## config.mk

```make
export PLATFORM = sky130hd
export DESIGN_NAME = bus_arbiter
export DESIGN_NICKNAME = d
export VERILOG_FILES = /design/src/rtl/bus_arbiter.sv
export SDC_FILE = /design/constraint.sdc
export NUM_CORES = 1
export LEC_CHECK = 0
export CAP_MARGIN = 0
export CORE_ASPECT_RATIO = 0.7
export CORE_MARGIN = 3
export CORE_UTILIZATION = 41
export CTS_CLUSTER_DIAMETER = 40
export DETAILED_ROUTE_END_ITERATION = 6
export PLACE_DENSITY = 0.83
export SYNTH_ARGS = -nofsm -noshare
export SYNTH_HDL_FRONTEND = slang
export SYNTH_SLANG_ARGS = --single-unit
```

## constraint.sdc

```tcl
create_clock -name clk_i -period 2.4 [get_ports clk_i]
set_input_delay 0.48 -clock clk_i [delete_from_list [all_inputs] [get_ports clk_i]]
set_output_delay 0.48 -clock clk_i [all_outputs]
set_load 0.03 [all_outputs]
```

## src/rtl/bus_arbiter.sv

```systemverilog
// ---------------------------------------------------------------------------
// bus_arbiter
//
// Shares one registered memory port between the instruction-fetch side and
// the load/store (MEM) side of a pipeline. Data requests have fixed priority
// over instruction requests. Each access holds the bus until the slave acks
// or a wait-cycle limit expires. It then spends one RESP cycle pulsing the
// granted side's ready (and err on a timeout) before returning to IDLE.
//
// Ports
//   clk_i, rst_i                    clock, asynchronous active-low reset
//   inst_req_i, inst_addr_i         fetch request / word address
//   inst_rdata_o, inst_ready_o      fetched word / one-cycle completion
//   data_req_i, data_we_i,
//   data_sel_i, data_addr_i,
//   data_wdata_i                    load/store request from MEM
//   data_rdata_o, data_ready_o      load data / one-cycle completion
//   bus_req_o, bus_we_o, bus_sel_o,
//   bus_addr_o, bus_wdata_o         registered shared memory port
//   bus_ack_i, bus_rdata_i          slave completion / read data
//   stall_if_o, stall_mem_o         pipeline stall requests
//   err_o                           timeout pulse, concurrent with ready
// ---------------------------------------------------------------------------
module bus_arbiter #(
  parameter int unsigned TIMEOUT_CYCLES = 255
) (
  input  logic        clk_i,
  input  logic        rst_i,
  input  logic        inst_req_i,
  input  logic [31:0] inst_addr_i,
  output logic [31:0] inst_rdata_o,
  output logic        inst_ready_o,
  input  logic        data_req_i,
  input  logic        data_we_i,
  input  logic [3:0]  data_sel_i,
  input  logic [31:0] data_addr_i,
  input  logic [31:0] data_wdata_i,
  output logic [31:0] data_rdata_o,
  output logic        data_ready_o,
  output logic        bus_req_o,
  output logic        bus_we_o,
  output logic [3:0]  bus_sel_o,
  output logic [31:0] bus_addr_o,
  output logic [31:0] bus_wdata_o,
  input  logic        bus_ack_i,
  input  logic [31:0] bus_rdata_i,
  output logic        stall_if_o,
  output logic        stall_mem_o,
  output logic        err_o
);

  typedef enum logic [1:0] {
    IDLE = 2'd0,
    INST = 2'd1,
    DATA = 2'd2,
    RESP = 2'd3
  } state_t;

  // Count value at which an un-acked access gives up.
  localparam logic [7:0] TimeoutLast = 8'(TIMEOUT_CYCLES - 1);

  state_t      r_state;
  state_t      w_next;
  logic [7:0]  r_waitCnt;
  logic        w_timeout;
  logic        r_busReq;
  logic        r_busWe;
  logic [3:0]  r_busSel;
  logic [31:0] r_busAddr;
  logic [31:0] r_busWdata;
  logic [31:0] r_instRdata;
  logic [31:0] r_dataRdata;
  logic        r_instReady;
  logic        r_dataReady;
  logic        r_err;

  assign w_timeout = (r_waitCnt == TimeoutLast);

  // State register.
  always_ff @(posedge clk_i or negedge rst_i) begin
    if (!rst_i) begin
      r_state <= IDLE;
    end else begin
      r_state <= w_next;
    end
  end

  // Next-state logic. An ack arriving together with the timeout still
  // counts as a normal completion; that distinction is made in the datapath.
  always_comb begin
    w_next = r_state;
    case (r_state)
      IDLE: begin
        if (data_req_i) begin
          w_next = DATA;
        end else if (inst_req_i) begin
          w_next = INST;
        end
      end
      INST, DATA: begin
        if (bus_ack_i || w_timeout) begin
          w_next = RESP;
        end
      end
      RESP:    w_next = IDLE;
      default: w_next = IDLE;
    endcase
  end

  // Bus port, wait counter and response registers. The bus fields are
  // latched at grant time so the slave sees stable values even if the
  // requester withdraws (pipeline flush) mid-access. A store that ends
  // without an ack leaves data_rdata_o untouched, since a store has no
  // read data to replace.
  always_ff @(posedge clk_i or negedge rst_i) begin
    if (!rst_i) begin
      r_waitCnt   <= 8'd0;
      r_busReq    <= 1'b0;
      r_busWe     <= 1'b0;
      r_busSel    <= 4'd0;
      r_busAddr   <= 32'd0;
      r_busWdata  <= 32'd0;
      r_instRdata <= 32'd0;
      r_dataRdata <= 32'd0;
      r_instReady <= 1'b0;
      r_dataReady <= 1'b0;
      r_err       <= 1'b0;
    end else begin
      r_instReady <= 1'b0;
      r_dataReady <= 1'b0;
      r_err       <= 1'b0;
      case (r_state)
        IDLE: begin
          r_waitCnt <= 8'd0;
          if (data_req_i) begin
            r_busReq   <= 1'b1;
            r_busWe    <= data_we_i;
            r_busSel   <= data_sel_i;
            r_busAddr  <= data_addr_i;
            r_busWdata <= data_wdata_i;
          end else if (inst_req_i) begin
            r_busReq   <= 1'b1;
            r_busWe    <= 1'b0;
            r_busSel   <= 4'b1111;
            r_busAddr  <= inst_addr_i;
            r_busWdata <= 32'd0;
          end
        end
        INST: begin
          if (bus_ack_i) begin
            r_busReq    <= 1'b0;
            r_instRdata <= bus_rdata_i;
            r_instReady <= 1'b1;
          end else if (w_timeout) begin
            r_busReq    <= 1'b0;
            r_instRdata <= 32'd0;
            r_instReady <= 1'b1;
            r_err       <= 1'b1;
          end else if (r_waitCnt != 8'hFF) begin
            r_waitCnt <= r_waitCnt + 8'd1;
          end
        end
        DATA: begin
          if (bus_ack_i) begin
            r_busReq    <= 1'b0;
            r_dataReady <= 1'b1;
            if (!r_busWe) begin
              r_dataRdata <= bus_rdata_i;
            end
          end else if (w_timeout) begin
            r_busReq    <= 1'b0;
            r_dataReady <= 1'b1;
            r_err       <= 1'b1;
            if (!r_busWe) begin
              r_dataRdata <= 32'd0;
            end
          end else if (r_waitCnt != 8'hFF) begin
            r_waitCnt <= r_waitCnt + 8'd1;
          end
        end
        default: begin
        end
      endcase
    end
  end

  assign bus_req_o    = r_busReq;
  assign bus_we_o     = r_busWe;
  assign bus_sel_o    = r_busSel;
  assign bus_addr_o   = r_busAddr;
  assign bus_wdata_o  = r_busWdata;
  assign inst_rdata_o = r_instRdata;
  assign data_rdata_o = r_dataRdata;
  assign inst_ready_o = r_instReady;
  assign data_ready_o = r_dataReady;
  assign err_o        = r_err;

  // Stalls are gated by reset so every output reads 0 while rst_i is low.
  assign stall_if_o  = rst_i & inst_req_i & ~r_instReady;
  assign stall_mem_o = rst_i & data_req_i & ~r_dataReady;

endmodule

```

==> out/metrics.json, run 1 <==
{
  "run_status": "complete, no violations",
  "mostFrequentLayoutCell": "clkdlybuf4s50_1",
  "hold_path.class": "in2async",
  "synth_top_cells_by_area": "dfrtp_1 61%, a32o_1 11%, mux2i_1 5.5%",
  "floorplan.core_area_um2": 14100,
  "use_met3": 0.0765,
  "clock_sink_count": 147,
  "max-vdd-ir-drop_uv": 873,
  "die_width_um": 151,
  "design.die.area_um2": 16100,
  "antennaDiodeCount": 0,
  "grt_start_max_net_pins": 72,
  "regToRegSetupSlack_ps": 420,
  "grt_antenna_before_repair": 0,
  "finalMaxSlewViolations": 0,
  "timing.critical_path.arrival_ps": 1570,
  "max_cap_violations": 0,
  "cts-root-buf": "clkbuf_16",
  "timing.critical_path.required_ps": 1920,
  "worstReg2RegEnd": "r_state[1]",
  "iteration_0_drc_count_of_the_detailed_router": 294,
  "grt.met2_usage": 0.396,
  "num_io_pins": 277,
  "finalCritPeriodShare": 0.855,
  "tritoncts": "yes",
  "postCtsResizedCells": 0,
  "routabilityCongestion": 0.825,
  "worstRegToRegCells": 6,
  "syn-num-nets": 612,
  "synth_cells": 467,
  "synth_top_area_cell": "dfrtp_1",
  "setup_viol": 0,
  "grt_pass1_vias": 5335,
  "max_slew.worst_pin.slew_ps": 697,
  "area_share_of_the_largest_cell_type_after_synthesis": 0.614,
  "drt_pass1_iterations": 4,
  "setup-tns-final_ps": 0,
  "critical-path-max-stage-delay_ps": 540,
  "syn-mean-instance-area_um2": 12.8,
  "final.fill_count": 1019,
  "drc_errors": 0,
  "global_route.usage.total": 0.232,
  "overflow": 0,
  "cts.reportedPaths.clkPinSlew_ps": 60,
  "cts_htree_levels": 4,
  "ys_seq_area_frac": 0.614,
  "rsz0062_at_grt": "no",
  "setup.worst_path.start_class": "input pin",
  "timing.critical_path.cells": "dlygate4sd3_1, buf_6, nand2_1, nor2_1, buf_4",
  "cts_inserted_buffers": 17,
  "viasPerCell": 5.39,
  "worst_flop_to_flop_path_startpoint": "r_state[0]",
  "num_vias": 5054,
  "grt.met1_usage": 0.276,
  "chipHeight_um": 107,
  "grt_pass1_wl_um": 29000,
  "rows": 36,
  "critPathMaxFanout": 15,
  "maximum_clock_frequency_mhz": 487,
  "detailed_place_hpwl_um": 13700,
  "layout_common_cells": "271 x clkdlybuf4s50_1, 147 x dfrtp_1, 64 x a32o_1",
  "post-route-min-period_ps": 2050,
  "postRouteAntennaNets": 0,
  "critPathSlowestCell": "dlygate4sd3_1",
  "timing.max_slew.rel_slack": 0.536,
  "worst_skew_pair_later_pin_latency_ps": 420,
  "cts.path.max_buffers": 2,
  "end_kind": "output pin",
  "fin_worst_skew_ps": 14.3,
  "ys_seq_elements": 147,
  "initial_core_utilization": 0.425,
  "final_util": 0.670,
  "cellPowerDensity_nw_per_um2": 1440,
  "final_net_count": 880,
  "port-buffer-count": 276,
  "yosys_warning_total": 0,
  "grt.busiest_layer": "met2",
  "criticalPathCategory": "in2out",
  "routed_wl_um": 18700,
  "final_layout_size_suffix_gt1_frac": 0.0736,
  "post_synth_num_cell_types": 35,
  "synthesis.area_um2": 5990,
  "layout-area-overhead-vs-synth_pct": 57.6,
  "p_leak_nw": 4.08,
  "routed_wire_length_per_instance_um": 20.0,
  "number_of_failing_hold_endpoints_at_the_final_stage": 0
}
[report_power, final]
group,leakage [nW],internal (W),switching [W]
sequential,1.85,0.00356,0.000658
combinational,1.97,0.00295,0.00397
clock,0.266,0.00142,0.00103
total,4.08,0.00793,0.00566
[per-layer routing]
metal,part of all wire,wire (um)
met1,0.38,7090
met2,0.51,9560
met3,0.087,1630
met4,0.023,434
met5,0,0
[state kept, by name, indices dropped and copies added, names as in the netlist]
signal / flops
inst_rdata_o: 32
data_ready_o: 1
bus_req_o: 1
inst_ready_o: 1
bus_addr_o: 32
r_waitCnt: 8
r_state: 2
bus_wdata_o: 32
bus_we_o: 1
bus_sel_o: 4
data_rdata_o: 32
err_o: 1
[logic make-up (layout without fill, tap and decap cells)]
family,count (synthesis),after routing,share of synthesized area
buffers and inverters,46,326,0.0382
adders and majority gates,7,7,0.0146
AOI/OAI and AO/OA,150,150,0.209
muxes,35,35,0.0589
xor gates and xnor gates,2,2,0.00292
and+or+nand+nor,80,80,0.0630
DFF,147,147,0.614
[how the worst max path moves through the flow]
stage	slack, ps	end	startpoint
after floorplan	510	stall_mem_o	data_req_i
after global placement	480	r_state[1]	inst_req_i
after detailed placement	390	r_state[1]	inst_req_i
after CTS	320	stall_mem_o	rst_i
after global routing	260	stall_mem_o	rst_i
final	350	stall_mem_o	rst_i
[metrics by stage]
stage	hold slack, ps	cells	power, W	setup slack (ps)	area (um^2)
final	460	937	0.0136	347	9450
after global routing	467	937	0.0143	262	9450
after global placement	323	905	0.0109	483	8900
after CTS	458	937	0.0137	323	9450
after detailed placement	322	905	0.0112	388	8900
after floorplan	184	467	0.00812	512	5990
[critical path: cells and delay by family]
| family | cells | cell delay [ps] |
|---|---|---|
| buffers and inverters | 3 | 900 |
| AND/OR/NAND/NOR | 2 | 170 |
[what timing repair did]
action / in CTS / in global routing
hold buffers: 1 / 0
setup buffers: 0 / 0
endpoints found under the hold margin: 10 / 0
[synth_stat cells, drive strengths merged]
cell,count
o22a,4
a22o,33
a21o,2
xnor2,2
a32o,64
o21ai,40
nor2,11
ha,7
nor3,4
o31ai,1
o211ai,1
nand2b,3
nand3,5
inv,7
clkbuf,21
mux2i,33
nor2b,2
a31oi,2
buf,18
o22ai,1
a21oi,1
mux2,2
o21bai,1
nor3b,2
and2,2
and3,1
dfrtp,147
nand2,46
nand4,3
and2b,1
[layout make-up]
class	count	area (um^2)	share of cell area
clock buffers	18	429	0.0454
clock inverters	13	110	0.0117
inverters	7	26.3	0.00278
multi-input cells	274	2100	0.222
flip-flops and latches	147	3680	0.389
well taps	190	238	0.0252
repair buffers	288	2870	0.303
Note: power is estimated with default switching activity, not from simulation.
==> inputs of run 2 (changes only) <==
Settings changed: ABC_CLOCK_PERIOD_IN_PS from default to 2400.
==> results of run 2 <==
The final DEF is identical to that of run 1; final timing and power are the same.
==> inputs of run 3 (changes only) <==
Settings changed: CORE_UTILIZATION 41 to 43, CTS_BUF_LIST from default to sky130_fd_sc_hd__clkbuf_4 sky130_fd_sc_hd__clkbuf_8, PLACE_DENSITY 0.83 to 0.86.
==> run 3 against run 2 <==
Against the previous run:
- via count is 0.95% lower
- count of clock-buffer cells in the layout is 1 lower
- maximum frequency is 1.1% lower
- sequential share of layout area is 0.60 points higher
- non-clock buffer count stayed put
- setup slack worse by 23 ps
- register-to-register slack worse by 30 ps
- largest power group unchanged
- highest routed layer unchanged
==> out/metrics.json, run 3 (synthesis results as in run 1) <==
{
  "max-vdd-ir-drop": {"value": 866, "unit": "uV", "change": "was 873 uV"},
  "final_layout_size_suffix_gt1_frac": {"value": 0.0775, "change": "was 0.0736"},
  "cellPowerDensity": {"value": 1410, "unit": "nW/um^2", "change": "was 1440 nW/um^2"},
  "setup-tns-final": {"value": 0, "unit": "ps", "change": "unchanged"},
  "floorplan.core_area": {"value": 13400, "unit": "um^2", "change": "was 14100 um^2"},
  "mostFrequentLayoutCell": {"value": "clkdlybuf4s50_1", "change": "unchanged"},
  "cts_htree_levels": {"value": 4, "change": "unchanged"},
  "clock_sink_count": {"value": 147, "change": "unchanged"},
  "timing.max_slew.rel_slack": {"value": 0.504, "change": "was 0.536"},
  "internal_power": {"value": 0.00748, "unit": "W", "change": "was 0.00793 W"},
  "finalCritPeriodShare": {"value": 0.865, "change": "was 0.855"},
  "cts_setup_buffers": {"value": 0, "change": "unchanged"},
  "cts.path.max_buffers": {"value": 2, "change": "unchanged"},
  "maximum_clock_frequency": {"value": 482, "unit": "MHz", "change": "was 487 MHz"},
  "global_route.usage.total": {"value": 0.228, "change": "was 0.232"},
  "placedCellCount": {"value": 901, "change": "was 905"},
  "grt_pass1_vias": {"value": 5274, "change": "was 5335"},
  "critPathMaxFanout": {"value": 3, "change": "was 15"},
  "routed_wire_length_per_instance": {"value": 19.0, "unit": "um", "change": "was 20.0 um"},
  "timing.critical_path.arrival": {"value": 1600, "unit": "ps", "change": "was 1570 ps"},
  "viasPerCell": {"value": 5.37, "change": "was 5.39"},
  "start_point_of_the_critical_path": {"value": "bus_we_o", "change": "was rst_i"},
  "routabilityCongestion": {"value": 0.798, "change": "was 0.825"},
  "p_leak": {"value": 4.01, "unit": "nW", "change": "was 4.08 nW"},
  "timing.final.ws_setup": {"value": 324, "unit": "ps", "change": "was 347 ps"},
  "critical-path-max-stage-delay": {"value": 740, "unit": "ps", "change": "was 540 ps"},
  "max_slew.worst_pin.slew": {"value": 743, "unit": "ps", "change": "was 697 ps"},
  "num_io_pins": {"value": 277, "change": "unchanged"},
  "pre_cts_ws": {"value": 314, "unit": "ps", "change": "was 388 ps"},
  "critPathSlowestCell": {"value": "clkdlybuf4s50_1", "change": "was dlygate4sd3_1"},
  "finalMaxSlewViolations": {"value": 0, "change": "unchanged"},
  "regToRegSetupSlack": {"value": 390, "unit": "ps", "change": "was 420 ps"},
  "hold_path.class": {"value": "in2async", "change": "unchanged"},
  "detailed_place_hpwl": {"value": 13100, "unit": "um", "change": "was 13700 um"},
  "postRouteAntennaNets": {"value": 0, "change": "unchanged"},
  "worstRegToRegCells": {"value": 6, "change": "unchanged"},
  "worstReg2RegEnd": {"value": "r_state[0]", "change": "was r_state[1]"},
  "cts-root-buf": {"value": "clkbuf_8", "change": "was clkbuf_16"},
  "grt_pass1_wl": {"value": 28200, "unit": "um", "change": "was 29000 um"},
  "post-route-min-period": {"value": 2080, "unit": "ps", "change": "was 2050 ps"},
  "number_of_failing_hold_endpoints_at_the_final_stage": {"value": 0, "change": "unchanged"},
  "clock_power_share": {"value": 0.153, "change": "was 0.180"},
  "switching_share": {"value": 0.430, "change": "was 0.416"},
  "postCtsResizedCells": {"value": 0, "change": "unchanged"},
  "ff_latch_area": {"value": 3680, "unit": "um^2", "change": "unchanged"},
  "drc_errors": {"value": 0, "change": "unchanged"},
  "end_kind": {"value": "output pin", "change": "unchanged"},
  "tritoncts": {"value": "yes", "change": "unchanged"},
  "grt_antenna_before_repair": {"value": 0, "change": "unchanged"},
  "setup.worst_path.start_class": {"value": "flip-flop", "change": "was input pin"},
  "overflow": {"value": 0, "change": "unchanged"},
  "num_vias": {"value": 5006, "change": "was 5054"},
  "port-buffer-count": {"value": 276, "change": "unchanged"},
  "multi_input_area": {"value": 2100, "unit": "um^2", "change": "unchanged"},
  "final_util": {"value": 0.694, "change": "was 0.670"},
  "cts.reportedPaths.clkPinSlew": {"value": 90, "unit": "ps", "change": "was 60 ps"},
  "criticalPathCategory": {"value": "reg2out", "change": "was in2out"},
  "post_layout_nonfiller_instances": {"value": 933, "change": "was 937"},
  "run_status": {"value": "complete, no violations", "change": "unchanged"},
  "cpLargestDelayFamily": {"value": "buffers and inverters", "change": "unchanged"},
  "worst_skew_pair_later_pin_latency": {"value": 440, "unit": "ps", "change": "was 420 ps"},
  "drt_pass1_iterations": {"value": 5, "change": "was 4"},
  "final_net_count": {"value": 880, "change": "unchanged"},
  "max_cap_violations": {"value": 0, "change": "unchanged"},
  "timing.critical_path.required": {"value": 1920, "unit": "ps", "change": "about the same"},
  "routed_wl": {"value": 17800, "unit": "um", "change": "was 18700 um"},
  "worstPathBufferInverterCount": {"value": 1, "change": "was 3"},
  "layout_common_cells": {"value": "271 x clkdlybuf4s50_1, 147 x dfrtp_1, 64 x a32o_1", "change": "unchanged"},
  "rsz0062_at_grt": {"value": "no", "change": "unchanged"},
  "p_sw": {"value": 0.00564, "unit": "W", "change": "was 0.00566 W"},
  "timing.critical_path.cells": {"value": "clkdlybuf4s50_1", "change": "was dlygate4sd3_1, buf_6, nand2_1, nor2_1, buf_4"},
  "combinational_share_of_power": {"value": 0.526, "change": "was 0.509"},
  "initial_core_utilization": {"value": 0.447, "change": "was 0.425"},
  "die_width": {"value": 147, "unit": "um", "change": "was 151 um"},
  "chipHeight": {"value": 105, "unit": "um", "change": "was 107 um"},
  "worst_flop_to_flop_path_startpoint": {"value": "r_state[0]", "change": "unchanged"},
  "grt_start_max_net_pins": {"value": 78, "change": "was 72"},
  "quantity_of_hold_fixing_buffers_added_after_cts": {"value": 0, "change": "was 1"},
  "setup_viol": {"value": 0, "change": "unchanged"},
  "design.die.area": {"value": 15400, "unit": "um^2", "change": "was 16100 um^2"},
  "cts_inserted_buffers": {"value": 17, "change": "unchanged"},
  "fin_worst_skew": {"value": 20.8, "unit": "ps", "change": "was 14.3 ps"},
  "sequential_cell_fraction_of_total_power": {"value": 0.320, "change": "was 0.311"},
  "iteration_0_drc_count_of_the_detailed_router": {"value": 205, "change": "was 294"},
  "layout-area-overhead-vs-synth": {"value": 55.2, "unit": "%", "change": "was 57.6%"},
  "antennaDiodeCount": {"value": 0, "change": "unchanged"},
  "final.fill_count": {"value": 974, "change": "was 1019"},
  "rows": {"value": 35, "change": "was 36"}
}
run 3: changes by cell type in the layout (fill, tap and decap cells not counted), moves of 2 or more:
cell,delta
inv_8,+2
buf_4,+2
clkinv_2,-6
clkbuf_16,-17
clkbuf_8,+17
inv_6,+5
run 3: cell type report:
| class | count | area share |
|---|---|---|
| flip-flops and latches | 147 | 0.395 |
| repair buffers | 288 | 0.306 |
| multi-input cells | 274 | 0.226 |
| clock buffers | 17 | 0.0251 |
| well taps | 185 | 0.0249 |
| clock inverters | 15 | 0.0198 |
| inverters | 7 | 0.00282 |
run 3: per-stage QoR:
stage          instance area [um^2]  hold WS, ps  power, W
5_1_grt                        9310          119    0.0138
3_5_place_dp                   8890          467    0.0112
2_1_floorplan                  5990          184   0.00812
6_report                       9310          118    0.0131
3_3_place_gp                   8890          464    0.0109
4_1_cts                        9310          113    0.0132
run 3: worst max-delay path by stage:
stage	to	slack, ps	cells after the start
6_report	bus_we_o	320	1
5_1_grt	r_state[0]	270	6
4_1_cts	bus_we_o	320	1
3_5_place_dp	r_state[0]	310	4
3_3_place_gp	r_state[1]	450	4
2_1_floorplan	stall_mem_o	510	4
run 3: power by group through the flow:
stage,sequential (W),combinational [W],clock [W]
after global routing,0.00433,0.00726,0.00217
final,0.00420,0.00690,0.00201
after global placement,0.00416,0.00675,0
after CTS,0.00420,0.00695,0.00206
after floorplan,0.00619,0.00193,0
after detailed placement,0.00424,0.00693,0
run 3: metal layers:
metal / up-vias / routed length, um / GRT usage
met1: 2480 / 7100 / 0.273
met5: - / 0 / 0
li1: 2295 / - / -
met3: 22 / 1430 / 0.0802
met4: 0 / 287 / 0.0532
met2: 209 / 8950 / 0.397
